File: config.mk
export PLATFORM = sky130hd
export DESIGN_NAME = mux_buf
export DESIGN_NICKNAME = d
export VERILOG_FILES = /design/src/rtl/mux_buf_pkg.sv /design/src/rtl/mux_buf_fifo.sv /design/src/rtl/mux_buf.sv
export SDC_FILE = /design/constraint.sdc
export NUM_CORES = 1
export LEC_CHECK = 0
export CELL_PAD_IN_SITES_DETAIL_PLACEMENT = 2
export CELL_PAD_IN_SITES_GLOBAL_PLACEMENT = 2
export CORE_MARGIN = 2
export CORE_UTILIZATION = 36
export CTS_CLUSTER_DIAMETER = 60
export DETAILED_ROUTE_END_ITERATION = 16
export GPL_TIMING_DRIVEN = 0
export PLACE_DENSITY = 0.94
export SLEW_MARGIN = 20
export SYNTH_ARGS = -nofsm -noshare
export SYNTH_HDL_FRONTEND = slang
export SYNTH_HIERARCHICAL = 1
export SYNTH_SLANG_ARGS = --single-unit
File: constraint.sdc
create_clock -name clk -period 5.2 [get_ports clk]
set_input_delay 1.04 -clock clk [delete_from_list [all_inputs] [get_ports clk]]
set_output_delay 1.04 -clock clk [all_outputs]
set_load 0.005 [all_outputs]
File: src/rtl/mux_buf_pkg.sv
// Shared types and defaults for the channel-select output buffer.
package mux_buf_pkg;
  localparam int D_WIDTH_DEF    = 8;
  localparam int N_CH_DEF       = 3;
  localparam int FIFO_DEPTH_DEF = 4;

  typedef enum logic [1:0] {IDLE, STREAM, DRAIN} state_t;

  // Select width for a channel count; never narrower than one bit.
  function automatic int sel_w(input int n);
    return (n > 1) ? $clog2(n) : 1;
  endfunction
endpackage

File: src/rtl/mux_buf_fifo.sv
// First-word-fall-through buffer; extra pointer bit separates full from empty.
module mux_buf_fifo #(
  parameter  int D_WIDTH = 8,
  parameter  int DEPTH   = 4,
  localparam int AW      = $clog2(DEPTH)
) (
  input  logic               clk,
  input  logic               rst_n,
  input  logic               push,
  input  logic               pop,
  input  logic [D_WIDTH-1:0] wdata,
  output logic [D_WIDTH-1:0] rdata,
  output logic               full,
  output logic               empty,
  output logic [AW:0]        count
);
  logic [D_WIDTH-1:0] mem [DEPTH];
  logic [AW:0]        wptr, rptr;
  logic               do_pop, do_push;

  assign empty   = (wptr == rptr);
  assign full    = (wptr[AW] != rptr[AW]) && (wptr[AW-1:0] == rptr[AW-1:0]);
  assign count   = wptr - rptr;
  assign do_pop  = pop & ~empty;
  // A push into a full buffer only lands when the head leaves on the same edge.
  assign do_push = push & (~full | do_pop);
  assign rdata   = empty ? '0 : mem[rptr[AW-1:0]];

  always_ff @(posedge clk or negedge rst_n) begin
    if (!rst_n) begin
      wptr <= '0;
      rptr <= '0;
    end else begin
      wptr <= wptr + {{AW{1'b0}}, do_push};
      rptr <= rptr + {{AW{1'b0}}, do_pop};
    end
  end

  always_ff @(posedge clk) begin
    if (do_push) mem[wptr[AW-1:0]] <= wdata;
  end
endmodule

File: src/rtl/mux_buf.sv
// Routes one of N_CH channels into an output FIFO under an IDLE/STREAM/DRAIN FSM.
// Optional dropped-word counter enabled by defining MUX_BUF_OVF_CNT_EN.
module mux_buf
  import mux_buf_pkg::*;
#(
  parameter  int D_WIDTH    = D_WIDTH_DEF,
  parameter  int N_CH       = N_CH_DEF,
  parameter  int FIFO_DEPTH = FIFO_DEPTH_DEF,
  localparam int SEL_W      = sel_w(N_CH)
) (
  input  logic                    clk,
  input  logic                    rst_n,
  input  logic [SEL_W-1:0]        select,
  input  logic [N_CH*D_WIDTH-1:0] data_i,
  input  logic [N_CH-1:0]         valid_i,
  input  logic                    ready_i,
  output logic [D_WIDTH-1:0]      data_o,
  output logic                    valid_o,
  output logic [SEL_W-1:0]        active_sel_o,
  output logic                    overflow_o,
  output logic [7:0]              ovf_cnt_o
);
  localparam int NSEL = 1 << SEL_W;
  localparam int CW   = $clog2(FIFO_DEPTH) + 1;

  state_t              state, state_nxt;
  logic [SEL_W-1:0]    active_sel, route_sel;
  logic [D_WIDTH-1:0]  ch_data [NSEL];
  logic [NSEL-1:0]     ch_vld;
  logic                push, pop, drop, full, empty, last_pop;
  logic [CW-1:0]       count;

  // Unused select codes map to a null channel that never strobes.
  for (genvar k = 0; k < NSEL; k++) begin : g_ch
    if (k < N_CH) begin : g_on
      assign ch_data[k] = data_i[k*D_WIDTH +: D_WIDTH];
      assign ch_vld[k]  = valid_i[k];
    end else begin : g_off
      assign ch_data[k] = '0;
      assign ch_vld[k]  = 1'b0;
    end
  end

  assign route_sel    = (state == IDLE) ? select : active_sel;
  assign push         = ch_vld[route_sel];
  assign valid_o      = ~empty;
  assign pop          = valid_o & ready_i;
  assign drop         = push & full & ~pop;
  assign last_pop     = pop && (count == CW'(1));
  assign active_sel_o = active_sel;

  mux_buf_fifo #(.D_WIDTH(D_WIDTH), .DEPTH(FIFO_DEPTH)) u_fifo (
    .clk   (clk),
    .rst_n (rst_n),
    .push  (push),
    .pop   (pop),
    .wdata (ch_data[route_sel]),
    .rdata (data_o),
    .full  (full),
    .empty (empty),
    .count (count)
  );

  always_comb begin
    state_nxt = state;
    case (state)
      IDLE:    if (push) state_nxt = STREAM;
      STREAM:  if (!push) state_nxt = (empty || last_pop) ? IDLE : DRAIN;
      DRAIN: begin
        if (push)                   state_nxt = STREAM;
        else if (empty || last_pop) state_nxt = IDLE;
      end
      default: state_nxt = IDLE;
    endcase
  end

  always_ff @(posedge clk or negedge rst_n) begin
    if (!rst_n) begin
      state      <= IDLE;
      active_sel <= '0;
      overflow_o <= 1'b0;
    end else begin
      state <= state_nxt;
      if (state == IDLE) active_sel <= select;
      if (drop) overflow_o <= 1'b1;
    end
  end

`ifdef MUX_BUF_OVF_CNT_EN
  logic [7:0] ovf_cnt;
  always_ff @(posedge clk or negedge rst_n) begin
    if (!rst_n)                       ovf_cnt <= '0;
    else if (drop && ovf_cnt != 8'hFF) ovf_cnt <= ovf_cnt + 8'd1;
  end
  assign ovf_cnt_o = ovf_cnt;
`else
  assign ovf_cnt_o = '0;
`endif
endmodule

After elaboration in Yosys (flattened, before gate mapping)
Memory sizes are Yosys's and may differ from the RTL's.
Cells that the tools add are included.
{"block": "word_totals", "in_bits": 32, "elab_cells": 50, "output_inout_bits": 20, "n_memories": 1, "ramBits": 32, "register_bits": 11}
{"memory": "u_fifo.mem", "depth": 4, "width": 8, "rd": 1, "rd_clocked_by_memory_dff": 0, "write_ports": 1, "line_no": "mux_buf_fifo.sv:17", "source": "logic [D_WIDTH-1:0] mem [DEPTH];"}
{"block": "classes", "n_addsub": 3, "mux": 15, "n_reduce_logical": 5, "bitwise_logic": 10, "eq_ne": 9, "order_cmp": 2}
{"op": "$mux 8", "count": 3}
{"op": "$bmux 8 s2", "count": 1}
{"op": "$mux 2", "count": 6}
{"op": "$add 3x1->3", "count": 2}
{"op": "$pmux 2 s3", "count": 1}
{"op": "$and 1x1->1", "count": 5}
{"op": "$ne 2x2->1 const B", "count": 2}
{"op": "$eq 3x1->1 const B", "count": 1}
{"op": "$eq 3x3->1", "count": 1}
{"op": "$ge 3x3->1 const B", "count": 1}
{"op": "$lt 2x3->1 const B", "count": 1}
{"op": "$mux 1", "count": 3}
{"op": "$ne 3x3->1 const B", "count": 1}
{"op": "$not 1->1", "count": 3}
{"op": "$not 2->3", "count": 1}
{"op": "$reduce_and 3->1", "count": 1}
{"op": "$sub 3x3->3", "count": 1}
{"op": "$bmux 1 s2", "count": 1}
{"op": "$eq 2x1->1 const B", "count": 1}
{"op": "$eq 2x2->1", "count": 1}
{"op": "$eq 2x2->1 const B", "count": 1}
{"op": "$logic_and 1x1->1", "count": 2}
{"op": "$logic_not 2->1", "count": 1}
{"op": "$logic_or 1x1->1", "count": 1}
{"op": "2 further kinds", "count": 2}

Longest topological paths before layout
Gate-level depths: netlist of run 1.
{"block": "logic_depth", "depth_word": 8, "depth_mapped": 13, "mapped_depth_nobuf": 12}

Modules after synthesis
The synthesis of run 1 kept the hierarchy.
{"module": "mux_buf_fifo", "area_per_inst_um2": 1617.8, "seq_area_each_um2": 1111.1, "cells_each": 89, "instances": 1}
{"module": "mux_buf", "area_per_inst_um2": 535.5, "seq_area_each_um2": 125.1, "cells_each": 63, "instances": 1}

Least setup slack after synthesis of run 1
No wires, ideal clock.
{"block": "synth_timing", "path_kind": "input to register", "startpoint": "input port select[0]", "endpoint": "memory u_fifo.mem[1][0] (enable)", "required_time_ns": 4.811, "setup_ns": 0.389, "path_stages": 7, "arrival_time_ns": 2.899, "n_path_buf": 1, "path_slack_ns": 1.912, "cell_sequence": "or4b_1 -> o21ai_1 -> buf_4 -> nand2_1 -> o21ai_0 -> nand2_1 -> a311oi_1"}
{"block": "synth_between", "elab_chain_len": 6}
{"item": "start: declaration", "line_no": "mux_buf.sv:13", "source": "input logic [SEL_W-1:0] select,"}
{"item": "$mux 2"}
{"item": "$bmux 1 s2", "line_no": "mux_buf.sv:45", "source": "assign push = ch_vld[route_sel];"}
{"item": "$mux 1 (implied by the code)", "line_no": "mux_buf.sv:45"}
{"item": "net push", "line_no": "mux_buf.sv:30", "source": "logic push, pop, drop, full, empty, last_pop;"}
{"item": "$and 1x1->1", "line_no": "mux_buf_fifo.sv:26", "source": "assign do_push = push & (~full | do_pop);"}
{"item": "$mux 1", "line_no": "mux_buf_fifo.sv:40", "source": "if (do_push) mem[wptr[AW-1:0]] <= wdata;"}
{"item": "$mux 1 (implied by the code)", "line_no": "mux_buf_fifo.sv:40"}
{"item": "end: declaration", "line_no": "mux_buf_fifo.sv:17"}
The timed path passes the listed nets, and every way through them passes these cells. The select of a mux whose other input is x is not followed.

Worst setup path in the final report of run 1
{"block": "layout_timing", "startpoint": "input port select[0]", "endpoint": "memory u_fifo.mem[2][4] (enable)"}
Same word-level chain as after synthesis.

==> results.md, run 1 <==
* Antenna violations before repair at 0
* Mean post-synth cell area at 14.17 sq um
* Fmax at 0.2536 GHz
* Setup tns final at 0 ps
* Via density at 5.277
* Period utilisation layout at 75.83%
* Setup violators final at 0
* Relative max-transition margin at 31.41%
* Postcts setup bufs at 0
* DR pass1 iterations at 4
* Setup crit start kind: input pin
* DRC viols at 0
* Clk_skew at 7.246 ps
* Worst setup startpoint: select[0]
* Psw at 0.0007157 W
* Setup ws final at 1257 ps
* Vias at 1504
* Core ar. at 5851 sq um
* Number of global-route vias before repair at 1722
* Crit end category: flop
* Layout area overhead at 31.14%
* Reg-to-Reg Start: state[1]
* Fin. Hold Viols at 0
* Mapped Cells at 152
* Status: finished, final reports clean
* Pwr Density at 650.2 nW/um^2
* Seq/Total Area, Yosys at 57.41%
* CTS tree: yes
* Worst IR Drop VDD at 347.8 uV
* H-tree levels at 2
* Post-route minimum period at 3943 ps
* Commonest non-fill, non-tap cell in the layout: clkdlybuf4s50_1
* Hold EP: overflow_o
* Synthesized cell area at 2153 sq um
* Wirelength per Cell at 22.41 um
* Worst Path Required at 5120 ps
* Min-Delay Path Depth at 2
* IO buf count at 43
* Synth unique cells at 36
* Critical path arrival at 3860 ps
* Most frequent cells in the layout: 43 x clkdlybuf4s50_1, 32 x edfxtp_1, 13 x nand2_1
* Power share of the sequential group at 33.3%
* R2r setup slk at 1870 ps
* HP Start: overflow_o
* CTS root buf: clkbuf_8
* Slew Viols, Final at 0
* CP Class: in -> reg
* Die width at 81.34 um
* Reg2reg path depth at 7
* Post-route ant nets at 0
* Flops & latches, synth at 43
* Row cnt at 28
* Async S/R FF share, synth at 25.58%
* Die Ht at 81.34 um
* Post-synth EDFFs at 32
* Leak Pwr at 1.092 nW
* Clock Latency Late Sink at 300 ps
* Overflow after GRT at 0
* Io pins at 52
* Gp weighted congestion at 0.7295
* CTS buffer count at 5
* Final hold slack at 500.4 ps
* Clock power share at 14.1%
* Drt initial violations at 116
* Cts hold-fix bufs at 0
* Layout cells sized above 1 at 17.14%
* Starting Density at 36.80%
* Bufs on Longest Clock Path at 2
* Place WS at 1015 ps
* R2R Path End: u_fifo/mem[2][4]
* Max_cap viols at 0
* RSZ-0062 raised after global routing: false
* Comb pwr share at 52.5%
* Largest net degree at the start of global routing at 14
* Num Clock Sinks at 43
* Post-CTS resize count at 0
* Layout Nets at 248
* Sw Ratio at 38.98%
* Min-Delay Path Class: reg -> reg
* Worst slew pin tran at 1024 ps
* Synth warn at 6
* Clock slew at reported path FFs at 80 ps
* DRT Wirelength at 6388 um
* GRT Util Overall at 21.60%
* Die area at 6616 sq um
* Crit Path Max Fanout at 10
* Number of antenna diodes at 0
* P_int at 0.001120 W
* Hpwl dp at 4698 um
* Top_reg_cell synth: edfxtp_1
* First-pass GRT wire length at 9977 um
sequential cells by signal, summed over array words and instances, names as in the netlist:
name	count
u_fifo/wptr	3
u_fifo/mem	32
overflow_o	1
u_fifo/rptr	3
state	2
active_sel_o	2
layout make-up:
cell class	instances	area [sq um]
Multi-Input combinational cell	92	813.3
Clock inverter	3	38.79
Buffer	15	108.9
Inverter	9	33.78
Timing Repair Buffer	43	430.4
Tap cell	75	93.84
Fill cell	572	3027
Sequential cell	43	1236
Clock buffer	5	68.82
worst max-delay path: stages:
cell and delay, ps:
clkdlybuf4s50_1 440, or4b_1 560, o21ai_1 170, buf_4 230, nand2_1 100, o21ai_0 280
nand3b_1 240, a31oi_1 810
power groups by stage:
stage          combinational [W]  sequential (W)  clock [W]
3_5_place_dp            0.000952        0.000612          0
5_1_grt                  0.00106        0.000624   0.000277
3_3_place_gp            0.000851        0.000595          0
6_report                0.000965        0.000612   0.000259
2_1_floorplan           0.000546        0.000586          0
4_1_cts                 0.000978        0.000612   0.000265
stage by stage:
step | utilization (%) | total power (W) | cell area, sq um | instances
floorplan | - | 0.001132 | 2180 | 159
detailed placement | 46.43 | 0.001564 | 2716 | 277
global placement | 46.21 | 0.001446 | 2704 | 277
global route | 48.27 | 0.001957 | 2824 | 285
CTS | 48.27 | 0.001854 | 2824 | 285
finish | 48.27 | 0.001836 | 2824 | 285
cell families after synthesis:
family,share of synthesized area (%)
buffers and inverters,6.623
muxes,14.12
DFF,57.41
adders and majority gates,4.416
AOI/OAI and AO/OA,9.355
other,0.1742
xor gates and xnor gates,2.034
and+or+nand+nor,5.869
cell usage after synthesis (2+ instances only):
master     n  area [sq um]
ha_1       6         75.07
a311oi_1   2         17.52
o31ai_2    2         25.02
inv_1      9         33.78
buf_2      3         15.01
a21boi_0   8         60.06
edfxtp_1  32         960.9
xnor2_1    2         17.52
mux2i_1    9         90.09
nor2_1     3         11.26
mux4_2     8         180.2
and2_1     2         12.51
o21ai_0    9         45.04
buf_4      9         67.56
nand3b_1   2         15.01
dfrtp_1   11         275.3
buf_6      2         22.52
nand2_1   13         48.80
xor2_1     3         26.28
layer usage:
layer  part of all wire, %  vias up  GRT usage [%]
met5                     0        -              0
met4                   4.2        0          10.68
met3                   4.6       22          4.556
met2                    52       74          37.70
met1                    39      743          25.02
li1                      -      665              -
worst max-delay path by stage:
stage,to,slack (ps),depth (start not counted)
2_1_floorplan,u_fifo/mem[1][0],1910,7
3_3_place_gp,u_fifo/mem[1][6],900,8
3_5_place_dp,u_fifo/mem[3][1],1020,8
4_1_cts,u_fifo/mem[2][4],1240,8
5_1_grt,u_fifo/mem[2][1],1140,8
6_report,u_fifo/mem[2][4],1260,8
(Power assumes the default switching activity.)
==> run 2, diff against run 1 <==
--- a/config.mk
+++ b/config.mk
@@ -8,11 +8,11 @@
 export CELL_PAD_IN_SITES_DETAIL_PLACEMENT = 2
 export CELL_PAD_IN_SITES_GLOBAL_PLACEMENT = 2
 export CORE_MARGIN = 2
-export CORE_UTILIZATION = 36
+export CORE_UTILIZATION = 30
 export CTS_CLUSTER_DIAMETER = 60
 export DETAILED_ROUTE_END_ITERATION = 16
 export GPL_TIMING_DRIVEN = 0
-export PLACE_DENSITY = 0.94
+export PLACE_DENSITY = 0.84
 export SLEW_MARGIN = 20
 export SYNTH_ARGS = -nofsm -noshare
 export SYNTH_HDL_FRONTEND = slang
==> constraint.sdc (replaced) <==
create_clock -name clk -period 3.45 [get_ports clk]
set_input_delay 0.69 -clock clk [delete_from_list [all_inputs] [get_ports clk]]
set_output_delay 0.69 -clock clk [all_outputs]
set_load 0.005 [all_outputs]
==> run 2 against run 1 <==
Non-clock buffer count up 1. Worst hold slack better by 34 ps. First-iteration DRC count down 42%. Register-to-register slack worse by 1400 ps. Die area up 19%. Sequential share of layout area down 0.50 points. Final cell count up 7.7%. Count of clock-buffer cells in the layout up 1. Critical path type unchanged. Critical endpoint is now u_fifo/mem[1][0]. Largest power group unchanged.
==> results.md, run 2 (synthesis results as in run 1) <==
* Clk_skew at 7.647 ps (was 7.246 ps)
* Core ar. at 6869 sq um (was 5851 sq um)
* Fmax at 0.3034 GHz
* Drt initial violations at 67 (was 116)
* Commonest non-fill, non-tap cell in the layout: clkdlybuf4s50_1 (unchanged)
* Overflow after GRT at 0 (unchanged)
* Worst IR Drop VDD at 292.7 uV (was 347.8 uV)
* R2R Path End: u_fifo/mem[1][0] (was u_fifo/mem[2][4])
* Setup violators final at 0 (unchanged)
* Leak Pwr at 1.089 nW (was 1.092 nW)
* Period utilisation layout at 95.53%
* Layout area overhead at 32.66% (was 31.14%)
* Max_cap viols at 0 (unchanged)
* DR pass1 iterations at 4 (unchanged)
* Setup crit start kind: input pin (unchanged)
* Post-route minimum period at 3296 ps
* Layout cells sized above 1 at 18.48% (was 17.14%)
* CP max stage delay at 620 ps (was 810 ps)
* Final Power at 0.002657 W (was 0.001836 W)
* CTS root buf: clkbuf_8 (unchanged)
* Hpwl dp at 4083 um (was 4698 um)
* DRC viols at 0 (unchanged)
* CTS buffer count at 5 (unchanged)
* Starting Density at 31.35% (was 36.80%)
* R2r setup slk at 490 ps (was 1870 ps)
* Die width at 88.72 um (was 81.34 um)
* Worst path most repeated cell: nand2_1
* Setup ws final at 154.3 ps (was 1257 ps)
* Clock slew at reported path FFs at 80 ps (about the same)
* Vias at 1421 (was 1504)
* Max FFs per register at 32 (unchanged)
* Num Clock Sinks at 43 (unchanged)
* Die Ht at 88.72 um (was 81.34 um)
* Critical path arrival at 3220 ps (was 3860 ps)
* RSZ-0062 raised after global routing: false (unchanged)
* Critical path cell sequence: clkdlybuf4s50_1 > or4b_1 > o21ai_1 > buf_4 > nand2_1 > o21ai_0 > nand2_1 > a311oi_4 (was clkdlybuf4s50_1 > or4b_1 > o21ai_1 > buf_4 > nand2_1 > o21ai_0 > nand3b_1 > a31oi_1)
* Min-Delay Path Depth at 1 (was 2)
* Slew Viols, Final at 0 (unchanged)
* Post-route ant nets at 0 (unchanged)
* Via density at 4.629 (was 5.277)
* Fin. Hold Viols at 0 (unchanged)
* First-pass GRT wire length at 8583 um (was 9977 um)
* Clock Latency Late Sink at 290 ps (was 300 ps)
* CTS tree: yes (unchanged)
* Status: finished, final reports clean (unchanged)
* Io pins at 52 (unchanged)
* Min-Delay Path Class: reg -> reg (unchanged)
* Pwr Density at 930.2 nW/um^2 (was 650.2 nW/um^2)
* Postcts setup bufs at 0 (unchanged)
* Place WS at -268.0 ps (was 1015 ps)
* Reg2reg path depth at 6 (was 7)
* CP Buf/Inv Count at 2 (unchanged)
* Layout Nets at 249 (was 248)
* H-tree levels at 2 (unchanged)
* Row cnt at 30 (was 28)
* IO buf count at 43 (unchanged)
* Reg-to-Reg Start: state[1] (unchanged)
* CP Class: in -> reg (unchanged)
* Hold EP: u_fifo/rptr[2] (was overflow_o)
* Gp weighted congestion at 0.7664 (was 0.7295)
* Relative max-transition margin at 55.41% (was 31.41%)
* Worst slew pin tran at 666.7 ps (was 1024 ps)
* Largest net degree at the start of global routing at 14 (unchanged)
* Most frequent cells in the layout: 43 x clkdlybuf4s50_1, 32 x edfxtp_1, 13 x nand2_1 (unchanged)
* Delay-heaviest family, CP: compound AO/OA/AOI/OAI gates (unchanged)
* Die area at 7871 sq um (was 6616 sq um)
* Number of global-route vias before repair at 1630 (was 1722)
* HP Start: u_fifo/rptr[2] (was overflow_o)
* GRT Util Overall at 14.94% (was 21.60%)
* Bufs on Longest Clock Path at 2 (unchanged)
* Crit Path Max Fanout at 10 (unchanged)
* DRT Wirelength at 5269 um (was 6388 um)
* Wirelength per Cell at 17.16 um (was 22.41 um)
* CP max-delay cell: a311oi_4 (was a31oi_1)
* Worst Path Required at 3380 ps (was 5120 ps)
* Antenna violations before repair at 0 (unchanged)
* Crit end category: flop (unchanged)
* Number of antenna diodes at 0 (unchanged)
==> run 2: changes by cell type in the layout (fill, tap and decap cells not counted), sizes merged <==
| cell | previous run | this run |
|---|---|---|
| clkbuf | 6 | 8 |
| bufinv | 1 | 0 |
| clkinv | 2 | 1 |
| clkinvlp | 0 | 1 |
==> run 2: worst max-delay path by stage <==
| stage | start | endpoint | slack, ps | cells after the start |
|---|---|---|---|---|
| after floorplan | select[0] | u_fifo/mem[1][0] | 510 | 7 |
| after global placement | select[0] | u_fifo/mem[3][1] | -540 | 8 |
| after detailed placement | select[0] | u_fifo/mem[1][1] | -270 | 8 |
| after CTS | select[0] | u_fifo/mem[2][0] | 4 | 8 |
| after global routing | u_fifo/rptr[1] | data_o[3] | 10 | 7 |
| final | select[0] | u_fifo/mem[1][0] | 150 | 8 |
==> run 2: timing repair <==
item / 4_1_cts / 5_1_grt
setup endpoints to repair: 9 / 8
gates resized for setup: 2 / 4
hold endpoints to repair: 0 / 0
hold buffers: 0 / 0
==> run 2: cell type report <==
| cell class | instances | area [sq um] |
|---|---|---|
| Clock inverter | 2 | 12.51 |
| Clock buffer | 6 | 72.57 |
| Tap cell | 96 | 120.1 |
| Inverter | 9 | 33.78 |
| Multi-Input combinational cell | 92 | 830.8 |
| Buffer | 15 | 112.6 |
| Fill cell | 683 | 4013 |
| Timing Repair Buffer | 44 | 437.9 |
| Sequential cell | 43 | 1236 |
==> run 2: report_power, final <==
part           total, W  switching (W)  internal (W)
registers      0.000911       0.000103      0.000808
clock network  0.000311       0.000169      0.000141
logic           0.00144       0.000753      0.000683
total           0.00266        0.00103       0.00163
==> run 2: per-stage QoR <==
stage               hold slack (ps)  TNS, ps  util, %  cells  area [sq um]
finish                        534.1        0    41.58    307          2856
global route                  556.6        0    41.58    307          2856
CTS                           539.7        0    41.44    307          2846
detailed placement            525.1    -3968    40.04    299          2750
global placement              494.8    -8632    39.75    298          2730
floorplan                     394.4        0        -    159          2180
==> run 2: worst reg2reg max path: cells and delay by family, from the launching register on <==
| family | cells | cell delay, ps |
|---|---|---|
| AOI/OAI and AO/OA | 2 | 1140 |
| buffers and inverters | 1 | 190 |
| DFF | 1 | 410 |
| muxes | 1 | 410 |
| and+or+nand+nor | 2 | 450 |
==> run 2: per-layer routing <==
metal	vias up	share of wire [%]	wire length (um)	track usage, %
li1	663	-	-	-
met1	705	42	2234	18.15
met2	46	52	2751	26.80
met3	7	4.0	211	2.612
met4	0	1.4	72	4.821
met5	-	0	0	0
